File: config.mk
export PLATFORM = sky130hd
export DESIGN_NAME = matmul_bc_feeder
export DESIGN_NICKNAME = d
export VERILOG_FILES = /design/src/rtl/matmul_bc_feeder.sv
export SDC_FILE = /design/constraint.sdc
export NUM_CORES = 1
export LEC_CHECK = 0
export CORE_AREA = 2 2 238 123
export DETAILED_ROUTE_END_ITERATION = 8
export DIE_AREA = 0 0 240 125
export GPL_TIMING_DRIVEN = 0
export PLACE_DENSITY = 0.82
export SYNTH_ARGS = -nofsm -noshare
export SYNTH_HDL_FRONTEND = slang
export SYNTH_SLANG_ARGS = --single-unit
File: constraint.sdc
create_clock -name clk_i -period 3.2 [get_ports clk_i]
set_clock_uncertainty 0.05 [all_clocks]
set_input_delay 0.96 -clock clk_i [delete_from_list [all_inputs] [get_ports clk_i]]
set_output_delay 0.96 -clock clk_i [all_outputs]
set_load 0.005 [all_outputs]
File: src/rtl/matmul_bc_feeder.sv
// Lane-0 broadcast-chain injector: buffers a run of operand words in a small
// FIFO and presents them to the broadcast chain, pulsing done/invalidate at the end.
module matmul_bc_feeder #(
  parameter int unsigned NrLanes   = 4,
  parameter int unsigned DataWidth = 64,
  parameter int unsigned FifoDepth = 4,
  parameter int unsigned CntWidth  = 16
) (
  input  logic                 clk_i,
  input  logic                 rst_ni,
  input  logic                 start_i,
  input  logic [CntWidth-1:0]  len_i,
  input  logic                 flush_i,
  output logic                 busy_o,
  output logic                 done_o,
  input  logic                 opnd_valid_i,
  output logic                 opnd_ready_o,
  input  logic [DataWidth-1:0] opnd_data_i,
  output logic                 bc_valid_o,
  input  logic                 bc_ready_i,
  output logic [DataWidth-1:0] bc_data_o,
  output logic                 bc_invalidate_o
);

  localparam int unsigned AddrW = (FifoDepth > 1) ? $clog2(FifoDepth) : 1;

  typedef enum logic [1:0] {StIdle, StRun, StDone} state_e;

  state_e               state_q, state_d;
  logic [CntWidth-1:0]  len_q, len_d;
  logic [CntWidth-1:0]  fetch_q, fetch_d;
  logic [CntWidth-1:0]  sent_q, sent_d;
  logic [AddrW:0]       wr_ptr_q, wr_ptr_d;
  logic [AddrW:0]       rd_ptr_q, rd_ptr_d;
  logic [DataWidth-1:0] mem_q [FifoDepth];

  logic empty, full, push, pop;

  // Pointers carry one extra wrap bit so full and empty are distinguishable.
  assign empty = (wr_ptr_q == rd_ptr_q);
  assign full  = (wr_ptr_q[AddrW] != rd_ptr_q[AddrW]) &&
                 (wr_ptr_q[AddrW-1:0] == rd_ptr_q[AddrW-1:0]);

  assign busy_o          = (state_q == StRun);
  assign done_o          = (state_q == StDone);
  assign bc_invalidate_o = (state_q == StDone);
  assign opnd_ready_o    = busy_o && (fetch_q < len_q) && !full;
  assign bc_valid_o      = !empty;
  assign bc_data_o       = mem_q[rd_ptr_q[AddrW-1:0]];

  assign push = opnd_valid_i && opnd_ready_o && !flush_i;
  assign pop  = bc_valid_o && bc_ready_i && !flush_i;

  always_comb begin
    state_d  = state_q;
    len_d    = len_q;
    fetch_d  = fetch_q;
    sent_d   = sent_q;
    wr_ptr_d = wr_ptr_q;
    rd_ptr_d = rd_ptr_q;
    if (flush_i) begin
      state_d  = StIdle;
      fetch_d  = '0;
      sent_d   = '0;
      wr_ptr_d = '0;
      rd_ptr_d = '0;
    end else begin
      if (push) begin
        wr_ptr_d = wr_ptr_q + 1'b1;
        fetch_d  = fetch_q + 1'b1;
      end
      if (pop) begin
        rd_ptr_d = rd_ptr_q + 1'b1;
        sent_d   = sent_q + 1'b1;
      end
      unique case (state_q)
        StIdle: begin
          if (start_i) begin
            len_d   = len_i;
            fetch_d = '0;
            sent_d  = '0;
            state_d = (len_i != '0) ? StRun : StDone;
          end
        end
        StRun: begin
          if (pop && (sent_q + CntWidth'(1) == len_q)) state_d = StDone;
        end
        StDone:  state_d = StIdle;
        default: state_d = StIdle;
      endcase
    end
  end

  always_ff @(posedge clk_i or negedge rst_ni) begin
    if (!rst_ni) begin
      state_q  <= StIdle;
      len_q    <= '0;
      fetch_q  <= '0;
      sent_q   <= '0;
      wr_ptr_q <= '0;
      rd_ptr_q <= '0;
    end else begin
      state_q  <= state_d;
      len_q    <= len_d;
      fetch_q  <= fetch_d;
      sent_q   <= sent_d;
      wr_ptr_q <= wr_ptr_d;
      rd_ptr_q <= rd_ptr_d;
    end
  end

  always_ff @(posedge clk_i or negedge rst_ni) begin
    if (!rst_ni) begin
      mem_q <= '{default: '0};
    end else if (push) begin
      mem_q[wr_ptr_q[AddrW-1:0]] <= opnd_data_i;
    end
  end

endmodule

; Word level (Yosys, flattened, before mapping)
; Index checks and enable logic that the tools add are counted.
[word_totals]
input_bits = 86
wordCells = 70
ff_bits = 312
[op_classes]
muxes = 23
reduce_logical = 18
order_cmp = 4
bitwise_logic = 3
add_sub_neg = 4
eq_ne = 8
[op_table]
columns = op, count
row1 = $bwmux W256, 1
row2 = $mux W64, 3
row3 = $bmux W64 S2, 1
row4 = $demux W64 S2, 1
row5 = $mux W16, 8
row6 = $add A16 B1 Y16 const B, 2
row7 = $eq A16 B16 Y1, 1
row8 = $lt A16 B16 Y1, 1
row9 = $reduce_bool A16 Y1, 1
row10 = $mux W3, 4
row11 = $logic_and A1 B1 Y1, 9
row12 = $mux W2, 4
row13 = $add A3 B1 Y3 const B, 2
row14 = $ge A3 B3 Y1 const B, 2
row15 = $not A2 Y3, 2
row16 = $pmux W2 S2, 1
row17 = $reduce_bool A2 Y1, 2
row18 = $eq A3 B3 Y1, 1
row19 = $logic_not A1 Y1, 3
row20 = $lt A3 B1 Y1 const B, 1
row21 = $ne A3 B2 Y1 const B, 1
row22 = $ne A3 B3 Y1 const B, 1
row23 = $reduce_and A3 Y1, 1
row24 = $eq A2 B1 Y1 const B, 1
row25 = 6 further kinds, 6

; Longest topological paths before layout
; Gate-level depths: netlist (run 1).
[depth]
ltp_word = 10
depth_mapped = 11
mapped_depth_nobuf = 10

; Least setup slack after synthesis (run 1)
; Ideal clock, no wire load.
[synth_path]
path_kind = register to output
startpoint = register rd_ptr_q[0]
endpoint = output bc_data_o[10]
required_ns = 2.190
path_buffers = 2
arrival_time_ns = 1.922
path_stages_with_launch = 4
setup_slack_ns = 0.268
path_cell_list = dfrtp_1 buf_1 buf_1 mux4_2
[synth_between]
elab_chain_len = 4
[synth_rtl]
columns = item, line_no
row1 = from (decl), 34  ; logic [AddrW:0] rd_ptr_q, rd_ptr_d;
row2 = from (signal assigned), 108  ; rd_ptr_q <= rd_ptr_d;
row3 = $not A2 Y3 (not written as such), 49  ; assign bc_data_o = mem_q[rd_ptr_q[AddrW-1:0]];
row4 = $bmux W64 S2, 49
row5 = $mux W64 (not written as such) (2 in a row), 49
row6 = to (decl), 21  ; output logic [DataWidth-1:0] bc_data_o,
; No other way between the ends. The select of a mux whose other input is x is not followed.

; Worst setup path in the final report (run 1)
[layout_path]
startpoint = register fetch_q[13]
endpoint = output opnd_ready_o
[layout_between]
elab_chain_len = 3
[layout_rtl]
columns = item, line_no
row1 = from (decl), 31  ; logic [CntWidth-1:0] fetch_q, fetch_d;
row2 = from (signal assigned), 105  ; fetch_q <= fetch_d;
row3 = $lt A16 B16 Y1, 47  ; assign opnd_ready_o = busy_o && (fetch_q < len_q) && !full;
row4 = $logic_and A1 B1 Y1 (2 in a row), 47
row5 = to (decl), 17  ; output logic opnd_ready_o,
; No other way between the ends.

==> results.cfg, run 1 <==
[outcome]
status = finished with violations
violations = negative setup slack

[clock_tree]
path_clk_slew_ns = 0.07
clock-sinks = 312
clk_latency_ns = 0.55
cts-root-buf = clkbuf_16
cts_buffers = 28
clock_path_buffers = 3
cts_hold_buffers = 0
cts_tree = yes
cts_max_level = 1

[floorplanning]
die_w_um = 240
start_util_pct = 53.6
core_area_um2 = 28200
die_h_um = 125
num_rows = 44
die_area_um2 = 30000
io_pins = 155

[synthesis]
syn_nets = 1136
synth_edf_count = 0
yosys_most_used_dff = dfrtp_1
ys_types = 53
synth_most_common_cell = dfrtp_1
synth_top_area_cell = dfrtp_1
yosysSeqAreaShare_pct = 51.6
syn-cell-area_um2 = 15100
ys_ff_latch = 312
syn_inst = 1028
yosys-top-cells-area = dfrtp_1 52%, mux2_2 11%, mux2_4 11%
synth_area_per_cell_um2 = 14.7
synth_commonest_cells = 312 x dfrtp_1, 148 x mux2_2, 109 x mux2_4, 64 x mux4_2, 42 x nand2_1
synthArstFlopShare_pct = 100
synth_top_cell_area_share_pct = 51.6
ys_warn_count = 0

[sta]
rsz0062_at_grt = true
worst_slew_pin_slew_ns = 0.704
setup_tns_ns = -0.0600
final-setup-viol-count = 1
hold_viol = 0
drv_slew = 0
timing.hold.ws_ns = 0.299
setup_ws_ns = -0.0600
min_period_ns = 3.26
slew_headroom_pct = 53.1
fmax_mhz = 307
period_share_pct = 102

[layout]
utilization_pct = 65.7
final_nets = 1346
final_area_um2 = 18500
fillerInstances = 2009
multi_input_comb_area_um2 = 6850
drive_above_1_share_pct = 38.6
area_delta_synth_final_pct = 22.5
seq_area_um2 = 7810

[power_and_ir_drop]
power_frac_seq_pct = 44.9
finalPower_mw = 10.6
peakVddDrop_mv = 0.377
p_leak_nw = 8.73
switching_share_pct = 25.5
p_int_mw = 7.91
p_sw_mw = 2.71
p_clk_share_pct = 32.2
power.density_nw_per_um2 = 574
comb_power_share_pct = 22.8

[setup_path]
start_kind = flip-flop
cp_max_fo = 5
critical_path_arrival_ns = 2.25
crit_type = reg2out
cp.required_ns = 2.19
end_kind = primary output

[route]
vias_per_cell = 5.71
drt_iter0_markers = 674
first_pass_iters = 5
drt_wl_total_mm = 35.3
ant_nets = 0
vias = 9437
drc = 0
routedWlPerCell_um = 21.4

[placed_design]
dp_hpwl_mm = 23.9
dpl-instance-area_um2 = 17200
port_buffers = 154
routabilityCongestion = 0.945

[global_route]
antenna_found_initial = 4
grt_pass1_wl_mm = 56.2
grt_max_degree = 123
grt_pass1_vias = 9940
grtUsageTotal_pct = 24.1
grt_overflow_total = 0

[job]
maxCapViolations = 0

[min_path]
hold_path_class = in2async
[per-stage QoR]
stage | setup slack, ns | std cells
floorplan | 0.268 | 1028
global placement | -12.20 | 1573
detailed placement | -0.850 | 1575
CTS | -0.125 | 1639
global route | -0.151 | 1652
finish | -0.0600 | 1652
[critical path, cell delays in order, from the launching register on]
cell and delay (ns):
dfrtp_1 0.44, ha_1 0.32, a21o_1 0.17, a21oi_1 0.14
o221a_2 0.23, o21a_1 0.18, o21ai_4 0.09, inv_6 0.06
buf_6 0.08
[flip-flops by register name, summed over array words and instances, names as in the netlist]
register	count
mem_q	256
fetch_q	16
len_q	16
sent_q	16
rd_ptr_q	3
wr_ptr_q	3
state_q	2
[path summary, 6_finish.rpt]
path                                        from                endpoint  slack, ns  cells after the start
max                        fetch_q[13]$_DFF_PN0_            opnd_ready_o      -0.06                      8
min                                       rst_ni  mem_q[187]$_DFFE_PN0P_       0.30                      1
max reg2reg                  sent_q[0]$_DFF_PN0_  state_q[1]$_DFFE_PN0P_       0.28                     10
min reg2reg                mem_q[92]$_DFFE_PN0P_   mem_q[92]$_DFFE_PN0P_       0.45                      1
max in group asynchronous                 rst_ni   mem_q[77]$_DFFE_PN0P_       1.22                      3
min in group clk_i         mem_q[92]$_DFFE_PN0P_   mem_q[92]$_DFFE_PN0P_       0.45                      1
[repair_timing]
item,4_1_cts,5_1_grt
pin swaps,3,0
buffers inserted,14,6
resized for setup,145,92
endpoints found under the setup margin,65,22
gates cloned,0,4
[power groups by stage]
stage	logic (mW)	registers (mW)	clock network (mW)
after floorplan	1.35	4.71	0
after global placement	2.38	4.81	0
after detailed placement	2.44	4.82	0
after CTS	2.39	4.76	3.50
after global routing	2.60	4.83	3.67
final	2.43	4.77	3.42
[routing by layer]
metal	vias to the layer above	global-route usage (%)	part of all wire [%]
met5	-	0	0
met4	0	5.63	2.1
met3	48	5.28	6.1
met2	260	34.6	44
met1	4935	37.5	48
li1	4194	-	-
[placed cells by master (no fill, tap or decap), types with 24 or more instances in the layout]
cell type / count
dfrtp_1: 309
clkdlybuf4s15_1: 26
nor2_1: 33
nand2_1: 42
mux4_2: 64
clkdlybuf4s50_1: 88
a21oi_1: 25
mux2_4: 109
mux2_2: 148
clkbuf_16: 33
o21ai_0: 27
buf_6: 27
xnor2_1: 24
[kinds of logic (layout without fill, tap and decap cells)]
logic type | Yosys count | in the layout | synth area share, %
AO/OA/AOI/OAI | 89 | 89 | 3.82
XOR/XNOR | 41 | 41 | 2.38
adder cells (fa/ha/maj) | 22 | 22 | 1.82
buffers and inverters | 81 | 311 | 3.29
flip-flops | 312 | 312 | 51.6
multiplexers | 322 | 322 | 31.5
other | 0 | 3 | 0
AND/OR/NAND/NOR | 161 | 161 | 5.59
[layout make-up]
cell class              instances  area share [%]
diodes                          3          0.0405
plain buffers                  59            3.07
clock buffers                  43            4.69
clock inverters                 7           0.358
inverters                      22           0.473
multi-input cells             635            37.0
flip-flops and latches        312            42.2
well taps                     391            2.64
repair buffers                180            9.58
Power figures use the tool's default switching activity.
==> run 2, diff against run 1 <==
--- a/config.mk
+++ b/config.mk
@@ -13,3 +13,4 @@
 export SYNTH_ARGS = -nofsm -noshare
 export SYNTH_HDL_FRONTEND = slang
 export SYNTH_SLANG_ARGS = --single-unit
+export TNS_END_PERCENT = 10
==> run 2 against run 1 <==
Effect of this change: cell area fell by 0.71%; flip-flop and latch count unchanged; clock-buffer cell count is the same; largest power group unchanged; die area is the same; largest cell class unchanged; the flow still finishes with violations (negative setup slack); critical endpoint unchanged.
==> results.cfg, run 2 (synthesized netlist as in run 1, its figures left out) <==
[outcome]
status = finished with violations
violations = negative setup slack

[setup_path]
r2r_start = sent_q[0]$_DFF_PN0_
start_kind = flip-flop
crit_type = reg2out
end_kind = primary output
critical_path_arrival_ns = 2.25
cp_max_fo = 5
startpoint = fetch_q[13]$_DFF_PN0_
cp.required_ns = 2.19

[floorplanning]
core_area_um2 = 28200
die_area_um2 = 30000
num_rows = 44
die_h_um = 125
die_w_um = 240
start_util_pct = 53.6
io_pins = 155

[sta]
fmax_mhz = 307
drv_slew = 0
rsz0062_at_grt = true
worst_slew_pin_slew_ns = 0.632
final-setup-viol-count = 1
setup_ws_ns = -0.0590
hold_viol = 0
slew_headroom_pct = 57.9
period_share_pct = 102
min_period_ns = 3.26
timing.hold.ws_ns = 0.301

[global_route]
grt_pass1_vias = 9987
grt_max_degree = 123
antenna_found_initial = 3
grt_overflow_total = 0
grt_pass1_wl_mm = 56.3
grtUsageTotal_pct = 24.1

[placed_design]
dpl_worst_slack_ns = -0.850
placed_cells = 1575
port_buffers = 154
routabilityCongestion = 0.945
dp_hpwl_mm = 23.9

[clock_tree]
path_clk_slew_ns = 0.07
cts_tree = yes
clock-sinks = 312
cts_hold_buffers = 0
cts_max_level = 1
clk_latency_ns = 0.55
cts-root-buf = clkbuf_16
clock_path_buffers = 3
cts_buffers = 28

[power_and_ir_drop]
power_frac_seq_pct = 45.2
finalPower_mw = 10.5
p_clk_share_pct = 32.5
p_leak_nw = 8.72
p_int_mw = 7.86
power.density_nw_per_um2 = 573
comb_power_share_pct = 22.3
peakVddDrop_mv = 0.376
switching_share_pct = 25.5
p_sw_mw = 2.68

[layout]
final_nets = 1342
largest_reg_flops = 256
layout_common_cells = 309 x dfrtp_1, 148 x mux2_2, 109 x mux2_4
drive_above_1_share_pct = 39.0
final_common_cell = dfrtp_1
utilization_pct = 65.2
final_cells = 1647
largest_register = mem_q
area_delta_synth_final_pct = 21.6

[route]
top_layer = met4
routedWlPerCell_um = 21.2
vias = 9394
drt_iter0_markers = 639
met1_length_mm = 16.5
vias_per_cell = 5.70
drt_wl_total_mm = 34.9
first_pass_iters = 5
wl_met2_mm = 15.2
drc = 0
routed-wl-met3_mm = 2.45
ant_nets = 0

[min_path]
hold_path_class = in2async

[job]
maxCapViolations = 0
run 2: cell count changes in the layout (fill, tap and decap cells not counted), sizes merged:
cell / delta
diode: -1
buf: -3
clkdlybuf4s50: +1
clkdlybuf4s15: -16
dlymetal6s2s: +3
dlygate4sd2: +5
clkbuf: +6
run 2: area by class of cell:
type	count	area, um^2
buffer	59	574
fill	2038	9800
clock buffer	43	868
sequential	312	7810
tap	391	489
antenna	2	5.00
inverter	22	87.6
clock inverter	7	66.3
timing repair buffer	176	1640
multi-input combinational	635	6850
run 2: worst max-delay path, stage by stage, from the launching register on:
cell and delay, ns:
dfrtp_1 0.44, ha_1 0.32, a21o_1 0.17, a21oi_1 0.13
o221a_2 0.23, o21a_1 0.18, o21ai_4 0.09, inv_6 0.06
buf_6 0.08
run 2: path summary, 6_finish.rpt:
| check | to | slack [ns] | cells after the start |
|---|---|---|---|
| min in group clk_i | mem_q[96]$_DFFE_PN0P_ | 0.45 | 1 |
| min | mem_q[187]$_DFFE_PN0P_ | 0.30 | 1 |
| max in group asynchronous | fetch_q[5]$_DFF_PN0_ | 1.25 | 3 |
| min reg2reg | mem_q[96]$_DFFE_PN0P_ | 0.45 | 1 |
| max | opnd_ready_o | -0.06 | 8 |
| max reg2reg | state_q[1]$_DFFE_PN0P_ | 0.29 | 10 |
run 2: what timing repair did:
| item | 4_1_cts | 5_1_grt |
|---|---|---|
| buffers inserted | 13 | 7 |
| setup endpoints to repair | 65 | 25 |
| resized for setup | 134 | 95 |
| pin swaps | 3 | 0 |
| hold endpoints to repair | 0 | 0 |
run 2: power by group through the flow:
stage                     Combinational [mW]  Clock, mW  Sequential (mW)
final                                   2.35       3.42             4.77
after global routing                    2.53       3.67             4.83
after CTS                               2.40       3.50             4.76
after detailed placement                2.44          0             4.82
after global placement                  2.38          0             4.81
after floorplan                         1.35          0             4.71
run 2: through the flow:
stage                     setup TNS, ns  instance area [um^2]
after floorplan                       0                 15100
after global placement         -3833.01                 17100
after detailed placement         -42.54                 17200
after CTS                         -1.31                 18400
after global routing             -0.179                 18400
final                           -0.0590                 18400
run 2: routing by layer:
metal / global-route usage [%] / vias up
met2: 35.1 / 265
li1: - / 4181
met3: 5.32 / 48
met1: 37.4 / 4900
met5: 0 / -
met4: 5.15 / 0
==> run 3, diff against run 2 <==
--- a/config.mk
+++ b/config.mk
@@ -8,6 +8,7 @@
 export CORE_AREA = 2 2 238 123
 export DETAILED_ROUTE_END_ITERATION = 8
 export DIE_AREA = 0 0 240 125
+export GPL_ROUTABILITY_DRIVEN = 0
 export GPL_TIMING_DRIVEN = 0
 export PLACE_DENSITY = 0.82
 export SYNTH_ARGS = -nofsm -noshare
==> results of run 3 <==
The final DEF is identical to that of run 2; final timing and power are the same.
